<file path="config.mk">
export PLATFORM = sky130hd
export DESIGN_NAME = zero_cross_period
export DESIGN_NICKNAME = d
export VERILOG_FILES = /design/src/rtl/tuner_pkg.sv /design/src/rtl/zc_period_counter.sv /design/src/rtl/zero_cross_period.sv
export SDC_FILE = /design/constraint.sdc
export NUM_CORES = 1
export LEC_CHECK = 0
export CORE_MARGIN = 8
export CORE_UTILIZATION = 45
export DETAILED_ROUTE_END_ITERATION = 6
export PLACE_DENSITY = 0.71
export SLEW_MARGIN = 20
export SYNTH_ARGS = -nofsm -noshare
export SYNTH_HDL_FRONTEND = slang
export SYNTH_SLANG_ARGS = --single-unit
</file>
<file path="constraint.sdc">
create_clock -name clk_i -period 2 [get_ports clk_i]
set_input_delay 0.4 -clock clk_i [delete_from_list [all_inputs] [get_ports clk_i]]
set_output_delay 0.4 -clock clk_i [all_outputs]
set_load 0.02 [all_outputs]
</file>
<file path="src/rtl/tuner_pkg.sv">
// Shared types and default constants for the zero-crossing period tuner.
// The state enum is used by zero_cross_period; the defaults seed its parameters.
package tuner_pkg;

  typedef enum logic [0:0] {
    SEARCH  = 1'b0,
    MEASURE = 1'b1
  } zc_state_e;

  localparam int WIDTH_DEFAULT        = 12;
  localparam int PERIOD_WIDTH_DEFAULT = 10;
  localparam int HYST_DEFAULT         = 64;

endpackage : tuner_pkg

</file>
<file path="src/rtl/zc_period_counter.sv">
// Sample counter for the period measurement: synchronous clear (priority), increment,
// and a flag one below the all-ones value so the owner can stop before the count wraps.
module zc_period_counter
  import tuner_pkg::*;
#(
  parameter int period_width_p = PERIOD_WIDTH_DEFAULT
) (
  input  logic                      clk_i,
  input  logic                      reset_ni,
  input  logic                      clr,
  input  logic                      inc,
  output logic [period_width_p-1:0] cnt,
  output logic                      at_max
);

  localparam logic [period_width_p-1:0] MaxCnt = {{(period_width_p-1){1'b1}}, 1'b0};
  localparam logic [period_width_p-1:0] One    = period_width_p'(1);

  logic [period_width_p-1:0] cnt_r;

  always_ff @(posedge clk_i or negedge reset_ni) begin
    if (!reset_ni) begin
      cnt_r <= '0;
    end else if (clr) begin
      cnt_r <= '0;
    end else if (inc) begin
      cnt_r <= cnt_r + One;
    end
  end

  assign cnt    = cnt_r;
  assign at_max = (cnt_r == MaxCnt);

endmodule : zc_period_counter

</file>
<file path="src/rtl/zero_cross_period.sv">
// Measures the period of a signed sample stream between hysteresis-armed rising zero
// crossings. reset_ni is asserted asynchronously; its release must be synchronised upstream.
module zero_cross_period
  import tuner_pkg::*;
#(
  parameter int width_p        = WIDTH_DEFAULT,
  parameter int period_width_p = PERIOD_WIDTH_DEFAULT,
  parameter int hyst_p         = HYST_DEFAULT
) (
  input  logic                      clk_i,
  input  logic                      reset_ni,
  input  logic signed [width_p-1:0] data_i,
  input  logic                      valid_i,
  output logic                      ready_o,
  output logic [period_width_p-1:0] period_o,
  output logic                      valid_o,
  input  logic                      ready_i,
  output logic                      timeout_o,
  output logic                      overrun_o
);

  localparam logic signed [width_p-1:0] NegHyst = width_p'(-hyst_p);
  localparam logic [period_width_p-1:0] One     = period_width_p'(1);

  zc_state_e                 state_r, state_next;
  logic                      arm_r, arm_next;
  logic [period_width_p-1:0] cnt;
  logic                      cnt_at_max;
  logic                      cnt_clr, cnt_inc;
  logic                      new_result, timeout_next;
  logic                      deep_negative, crossing;
  logic                      load_result, drop_result;
  logic [period_width_p-1:0] period_r;
  logic                      valid_r, timeout_r, overrun_r;

  // Samples in [-hyst_p, -1] neither arm nor cross.
  assign deep_negative = (data_i < NegHyst);
  assign crossing      = valid_i & arm_r & ~data_i[width_p-1];

  always_comb begin
    arm_next = arm_r;
    if (valid_i) begin
      if (deep_negative) begin
        arm_next = 1'b1;
      end else if (crossing) begin
        arm_next = 1'b0;
      end
    end
  end

  always_comb begin
    state_next   = state_r;
    cnt_clr      = 1'b0;
    cnt_inc      = 1'b0;
    new_result   = 1'b0;
    timeout_next = 1'b0;
    if (valid_i) begin
      unique case (state_r)
        SEARCH: begin
          if (crossing) begin
            state_next = MEASURE;
            cnt_clr    = 1'b1;
          end
        end
        MEASURE: begin
          if (crossing) begin
            new_result = 1'b1;
            cnt_clr    = 1'b1;
          end else if (cnt_at_max) begin
            // Give up before the counter wraps; the arm state is kept.
            timeout_next = 1'b1;
            state_next   = SEARCH;
            cnt_clr      = 1'b1;
          end else begin
            cnt_inc = 1'b1;
          end
        end
        default: begin
          state_next = SEARCH;
          cnt_clr    = 1'b1;
        end
      endcase
    end
  end

  zc_period_counter #(
    .period_width_p(period_width_p)
  ) u_counter (
    .clk_i   (clk_i),
    .reset_ni(reset_ni),
    .clr     (cnt_clr),
    .inc     (cnt_inc),
    .cnt     (cnt),
    .at_max  (cnt_at_max)
  );

  // A held result is only replaced in the cycle it is being consumed.
  assign load_result = new_result & (~valid_r | ready_i);
  assign drop_result = new_result & valid_r & ~ready_i;

  always_ff @(posedge clk_i or negedge reset_ni) begin
    if (!reset_ni) begin
      state_r   <= SEARCH;
      arm_r     <= 1'b0;
      period_r  <= '0;
      valid_r   <= 1'b0;
      timeout_r <= 1'b0;
      overrun_r <= 1'b0;
    end else begin
      state_r   <= state_next;
      arm_r     <= arm_next;
      timeout_r <= timeout_next;
      overrun_r <= drop_result;
      if (load_result) begin
        period_r <= cnt + One;
        valid_r  <= 1'b1;
      end else if (valid_r && ready_i) begin
        valid_r <= 1'b0;
      end
    end
  end

  assign ready_o   = 1'b1;
  assign period_o  = period_r;
  assign valid_o   = valid_r;
  assign timeout_o = timeout_r;
  assign overrun_o = overrun_r;

endmodule : zero_cross_period
</file>
# Word level (Yosys, flattened, before mapping)
# Cells that the tools add are included.
# classes
order_cmp	1
n_eq_ne	1
muxes	22
shifts	0
reduce_logical	5
addsub	1
mul	0
div	0
bitwise_logic	10
# ops
operator	n
$mux W10	2
$mux W1	18
$lt A12 B7 Y1 const B	1
$add A10 B1 Y10 const B	1
$eq A10 B10 Y1 const B	1
$reduce_bool A2 Y1	3
$and A1 B1 Y1	5
$not A1 Y1	4
$pmux W1 S2	2
$reduce_and A2 Y1	1
$logic_and A1 B1 Y1	1
$or A1 B1 Y1	1
# word_totals
n_memories	0
mem_bits_ro	0
inputBits	16
mem_bits_rw	0
latchBits	0
register_bits	25
out_inout_bits	14

# Longest topological paths before layout
# logic_depth
depth_word	7
mapped_depth	6

# Modules after synthesis
# A second synthesis with hierarchy kept.
# unflattened
cells_unflattened	132
area_unflattened_um2	1333.8
# by_module_without_submodules
module	cells_per_inst	area_per_inst_um2	n_inst	seq_area_each_um2
zero_cross_period	79	805.8	1	375.4
zc_period_counter	53	528.0	1	250.2

# Worst setup path after synthesis
# OpenSTA, ideal clock, no wires.
# synth_timing
path_type	reg2reg
start	register u_counter.cnt_r[0] (netlist: u_counter.cnt[0])
end	register u_counter.cnt_r[6] (netlist: u_counter.cnt[6])
period_less_slack_ns	1.422
arrival_ns	1.354
setup_slack_ns	0.578
required_time_ns	1.931
path_stages_with_launch	6
cell_sequence	dfrtp_1 -> ha_1 -> and3_4 -> nand3_1 -> or3_1 -> nand3_1
# synth_via
elab_chain_len	6
# synth_lines
element	line	rtl
from (decl)	zc_period_counter.sv:19	logic [period_width_p-1:0] cnt_r;
from (signal assigned)	zc_period_counter.sv:27	cnt_r <= cnt_r + One;
$eq A10 B10 Y1	zc_period_counter.sv:32	assign at_max = (cnt_r == MaxCnt);
$mux W1	zero_cross_period.sv:69	end else if (cnt_at_max) begin
$mux W1	zero_cross_period.sv:66	if (crossing) begin
$pmux W1 S2 or $mux W1 (tied branches)	zero_cross_period.sv:58	unique case (state_r)
$mux W1	zero_cross_period.sv:57	if (valid_i) begin
$mux W10 or $reduce_bool A2 Y1 (tied branches)	-	
# Parallel ways exist; a longest one is shown, timed or not. The select of a mux whose other input is x is not followed.
# A chain may end at the register's enable or synchronous reset.

# Worst setup path in the final report
# layout_timing
start	register period_r[4] (netlist: period_o[4])
end	output port period_o[4]
# layout_rtl
element	line	rtl
from (decl)	zero_cross_period.sv:33	logic [period_width_p-1:0] period_r;
from (signal assigned)	zero_cross_period.sv:115	period_r <= cnt + One;
to (decl)	zero_cross_period.sv:15	output logic [period_width_p-1:0] period_o,
# No word-level cell between the ends.

==> qor.yml <==
outcome: "completed"
antenna_found_initial: 0
synth_nets: 139
synth_seq_area_share: 0.5280
first_iter_violations: 31
layout_common_cells: "25 x dfrtp_1, 22 x clkdlybuf4s50_1, 21 x nand2_1"
cts_made_buffers: 3
routed_wl_mm: 2.271
path_cells: "clkdlybuf4s50_1"
clk_latency_ns: 0.31
yosysUniqueCellTypes: 29
io_buffers: 22
cp.buffers_inverters: 1
report.final.slew_viol_count: 0
fin_crit_sh: 0.8399
cts_resized: 0
num_antenna_cells: 0
core_sq_um: 2477
seqPwrFrac: 0.560
ys_ff_latch: 25
route.detailed.wl_per_inst_um: 12.98
viasPerCell: 5.286
postCtsHoldBufs: 0
final_common_cell: "dfrtp_1"
tns_ns: 0
cts_setup_buffers: 0
power_density_nw_per_um2: 757.6
htreeDepth: 1
fill_cells: 246
num_rows: 18
p_int_uw: 768.7
clk_pin_slew_ns: 0.14
cts-root-buf: "clkbuf_4"
clock_sinks: 25
first_global_vias: 893
cp-end-kind: "primary output"
rsz0062_at_grt: "false"
grt_max_degree: 26
fin_nets: 164
cts_max_path_buffers: 2
placed_cells: 171
floorplan.initialDensity: 0.4783
worst_path_max_delay_cell: "clkdlybuf4s50_1"
power_switching_uw: 340.4
vias: 925
hold_class: "input port to async pin"
overflow: 0
die_x_um: 67.32
crit_type: "flop to primary output"
tritoncts: "done"
grt_pass1_wl_mm: 3.960
dr.pass1.iters: 4
p_clk_frac: 0.198
die_h_um: 67.32
cap_violations: 0
start_kind: "flop"
arrival_ns: 1.28
p_leak_uw: 0.0006157
min_period_ns: 1.680
drive_gt1_frac: 0.07586
grtUsageTotal: 0.1086
ir_worst_vdd_mv: 0.4889
place_hpwl_mm: 1.711
yosys_warnings: 0
area_growth_pct: 23.55
fmax_mhz: 595.3
routabilityCongestion: 0.8019
crit_fanout: 2
ioPinCount: 30
syn-cell-area_sq_um: 1185
avgSynthCellArea_sq_um: 9.792
reg2reg_slack_ns: 0.40
hold_violations: 0
setup_viol: 0
switching_share: 0.3069
syn_inst: 121
cp.required_ns: 1.60
stdcell_count: 175
clock_skew_ns: 0.009084
slowest_delay_ns: 0.60
p_comb_frac: 0.242
drcViolationCount: 0
ant_nets: 0
dieArea_sq_um: 4531
crit_family: "buffers and inverters"
==> flip-flops by register name, indices dropped and copies added (netlist names) <==
register / flops
period_o: 10
u_counter.cnt: 10
arm_r: 1
overrun_o: 1
state_r: 1
timeout_o: 1
valid_o: 1
==> power groups by stage <==
| stage | sequential, uW | combinational [uW] | clock [uW] |
|---|---|---|---|
| final | 621 | 268 | 219 |
| after global routing | 633 | 304 | 251 |
| after CTS | 623 | 275 | 228 |
| after detailed placement | 633 | 274 | 0 |
| after global placement | 628 | 267 | 0 |
| after floorplan | 651 | 132 | 0 |
==> through the flow <==
step | setup slack (ns) | utilization | hold slack [ns] | power (uW) | area [sq um]
2_1_floorplan | 0.5776 | - | 0.1044 | 782.5 | 1185
3_3_place_gp | 0.2318 | 0.5803 | 0.4598 | 894.9 | 1438
3_5_place_dp | 0.2041 | 0.5803 | 0.4718 | 907.4 | 1438
4_1_cts | 0.2977 | 0.5909 | 0.4389 | 1125 | 1464
5_1_grt | 0.2410 | 0.5909 | 0.4527 | 1188 | 1464
6_report | 0.3201 | 0.5909 | 0.4304 | 1109 | 1464
==> cell type report <==
| cell class | count | area [sq um] | share of cell area |
|---|---|---|---|
| repair buffers | 25 | 242.7 | 0.1658 |
| multi-input cells | 86 | 513.0 | 0.3504 |
| inverters | 5 | 18.77 | 0.01282 |
| clock buffers | 4 | 26.28 | 0.01795 |
| well taps | 30 | 37.54 | 0.02564 |
| flip-flops and latches | 25 | 625.6 | 0.4274 |
==> cell usage after synthesis <==
| cell | instances | share of area |
|---|---|---|
| and3_4 | 1 | 0.0095 |
| nand2b_1 | 3 | 0.016 |
| nand3_1 | 8 | 0.034 |
| nor2b_1 | 1 | 0.0053 |
| xor2_1 | 5 | 0.037 |
| o311ai_1 | 1 | 0.0074 |
| xnor2_1 | 3 | 0.022 |
| ha_1 | 2 | 0.021 |
| nand2_1 | 21 | 0.067 |
| nand4b_1 | 1 | 0.0074 |
| or3_1 | 2 | 0.011 |
| buf_4 | 2 | 0.013 |
| clkbuf_1 | 2 | 0.0063 |
| nand3_2 | 1 | 0.0084 |
| o21ai_2 | 1 | 0.0074 |
| conb_1 | 1 | 0.0032 |
| and4_1 | 3 | 0.022 |
| and3_1 | 2 | 0.011 |
| o311ai_2 | 1 | 0.014 |
| o21ai_1 | 2 | 0.0084 |
| inv_1 | 5 | 0.016 |
| a31oi_1 | 3 | 0.016 |
| nand4_1 | 3 | 0.016 |
| nand2_2 | 1 | 0.0053 |
| o21ai_0 | 17 | 0.072 |
| dfrtp_1 | 25 | 0.53 |
| buf_2 | 1 | 0.0042 |
| nor2_1 | 2 | 0.0063 |
| o22a_1 | 1 | 0.0074 |
==> layer usage <==
metal,wire length [um],global-route usage,vias to the layer above
met5,0,0,-
met2,1096,0.1912,27
met3,158,0.02815,2
met1,1008,0.1300,431
li1,-,-,465
met4,8,0.02350,0
==> cell families after synthesis <==
| logic type | count (synthesis) | synth area share |
|---|---|---|
| compound gates | 26 | 0.1320 |
| xor+xnor | 8 | 0.05914 |
| buf+inv | 10 | 0.03907 |
| other cells | 1 | 0.003165 |
| simple gates | 49 | 0.2175 |
| flops | 25 | 0.5280 |
| fa+ha+maj | 2 | 0.02112 |
==> worst paths after layout <==
| kind | endpoint | cells past startpoint | startpoint |
|---|---|---|---|
| worst max-delay path | period_o[4] | 1 | period_o[4] |
| worst min-delay path | period_o[4] | 2 | reset_ni |
| worst max register to register | u_counter.cnt[6] | 5 | u_counter.cnt[0] |
| worst min register to register | period_o[7] | 2 | period_o[7] |
| max in group asynchronous | period_o[2] | 2 | reset_ni |
| min in group clk_i | period_o[7] | 2 | period_o[7] |
(Power assumes the default switching activity.)
==> RTL edit: new RTL, same settings <==
Change the package constant `PERIOD_WIDTH_DEFAULT` from 10 to 20.
--- a/src/rtl/tuner_pkg.sv
+++ b/src/rtl/tuner_pkg.sv
@@ -8,7 +8,7 @@
   } zc_state_e;
 
   localparam int WIDTH_DEFAULT        = 12;
-  localparam int PERIOD_WIDTH_DEFAULT = 10;
+  localparam int PERIOD_WIDTH_DEFAULT = 20;
   localparam int HYST_DEFAULT         = 64;
 
 endpackage : tuner_pkg
Ports: changed (resized period_o); port bits go from 30 to 40. The function was not compared with the original's and may differ.
==> RTL edit against the original RTL <==
- cell count up 100%
- area after synthesis up 94%
- wire length up 110%
- design area grew 99%
- sequential share of layout area is 4.0 points lower
- setup slack lost 0.11 ns
- total power grew 91%
- sequential cell count rose by 20
- highest routed layer unchanged
==> RTL edit: results (changes against the original RTL) <==
Input/output buffers: 32 (+45%)
Total GRT Usage: 0.140 (+0.0311)
Largest net degree at the start of global routing: 41 (+58%)
Hpwl dp: 3380 um (+97%)
Biggest fanout along the worst timing path: 16 (+14)
VDD IR-drop max: 0.411 mV (-16%)
Htree depth: 2 (+1)
Leak pwr: 1.22 nW (+99%)
Seq/Total Area, Yosys: 0.491 (-0.0373)
Synth Area in XOR/XNOR: 0.0611 (+0.00193)
Final wirelength: 4740 um (+110%)
Layout Nets: 301 (+84%)
CP peak stage delay: 0.45 ns (-0.15 ns)
Syn Area/Cell: 9.44 sq um (-3.6%)
First-pass GRT wire length: 8490 um (+110%)
Placer Congestion: 0.800 (-0.22%)
Crit-path leading delay family: simple AND/OR/NAND/NOR gates
Pre-CTS setup slack: -0.0106 ns (-0.215 ns)
Slowest cell on the critical path: dfrtp_1
Drt first-iter violations: 115 (+270%)
Worst-path clk slew: 0.08 ns (-0.06 ns)
Fin Clk Skew: 0.00407 ns (-0.00501 ns)
Root buffer cell: clkbuf_8
Share of layout cells above drive strength 1: 0.117 (+0.0407)
Status: completed
Synth Area in Compound Gates: 0.170 (+0.0381)
Placed instance count: 346 (+100%)
Placed cell area: 0.00280 sq mm (+94%)
Data arrival, critical path: 1.97 ns (+0.69 ns)
Synth cell count leaders: dfrtp_1 (45), nand2_1 (34), a31oi_1 (30), o21ai_0 (20), nand3_1 (19)
Top cells by area, synth: dfrtp_1 (49%), a31oi_1 (8.2%), nand2_1 (5.6%)
[RTL edit: repair_timing]
item | in CTS | in global routing
hold buffers | 0 | 0
gates resized for setup | 0 | 2
setup endpoints to repair | 0 | 3
[RTL edit: layout make-up]
type | instances | area, sq um | area share
Clock buffer | 5 | 68.8 | 0.0237
Clock inverter | 2 | 35.0 | 0.0120
Inverter | 5 | 18.8 | 0.00645
Multi-Input combinational cell | 176 | 1070 | 0.369
Sequential cell | 45 | 1130 | 0.387
Tap cell | 70 | 87.6 | 0.0301
Timing Repair Buffer | 50 | 500 | 0.172
[RTL edit: where the power goes]
| part | total (mW) | internal (mW) | switching, mW | leakage (nW) |
|---|---|---|---|---|
| registers | 1.04 | 0.978 | 0.0575 | 0.612 |
| clock network | 0.666 | 0.363 | 0.302 | 0.0540 |
| logic | 0.418 | 0.191 | 0.227 | 0.557 |
| total | 2.12 | 1.53 | 0.587 | 1.22 |
[RTL edit: path summary, 6_finish.rpt]
kind,startpoint,to,slack (ns),cells after the start
min,reset_ni,u_counter.cnt[5],0.05,1
max reg2reg,u_counter.cnt[4],u_counter.cnt[19],0.21,6
min in group clk_i,period_o[1],period_o[1],0.48,2
max in group asynchronous,reset_ni,u_counter.cnt[13],1.46,2
min reg2reg,period_o[1],period_o[1],0.48,2
max,u_counter.cnt[4],u_counter.cnt[19],0.21,6
[RTL edit: stage by stage]
stage | power [mW] | TNS [ns] | util
after global placement | 1.47 | 0 | 0.558
after CTS | 2.14 | 0 | 0.579
final | 2.12 | 0 | 0.581
after detailed placement | 1.48 | -0.0106 | 0.558
after global routing | 2.23 | 0 | 0.581
after floorplan | 1.27 | 0 | -
[RTL edit: cells by family after synthesis]
group / count (synthesis)
flops: 45
xor+xnor: 16
simple gates: 92
compound gates: 65
fa+ha+maj: 2
other cells: 1
buf+inv: 22
[RTL edit: layer usage]
metal / vias up / global-route usage / part of all wire
met5: - / 0 / 0
met4: 0 / 0.0594 / 0.015
met3: 6 / 0.0377 / 0.058
met2: 48 / 0.233 / 0.47
met1: 870 / 0.164 / 0.46
li1: 964 / - / -
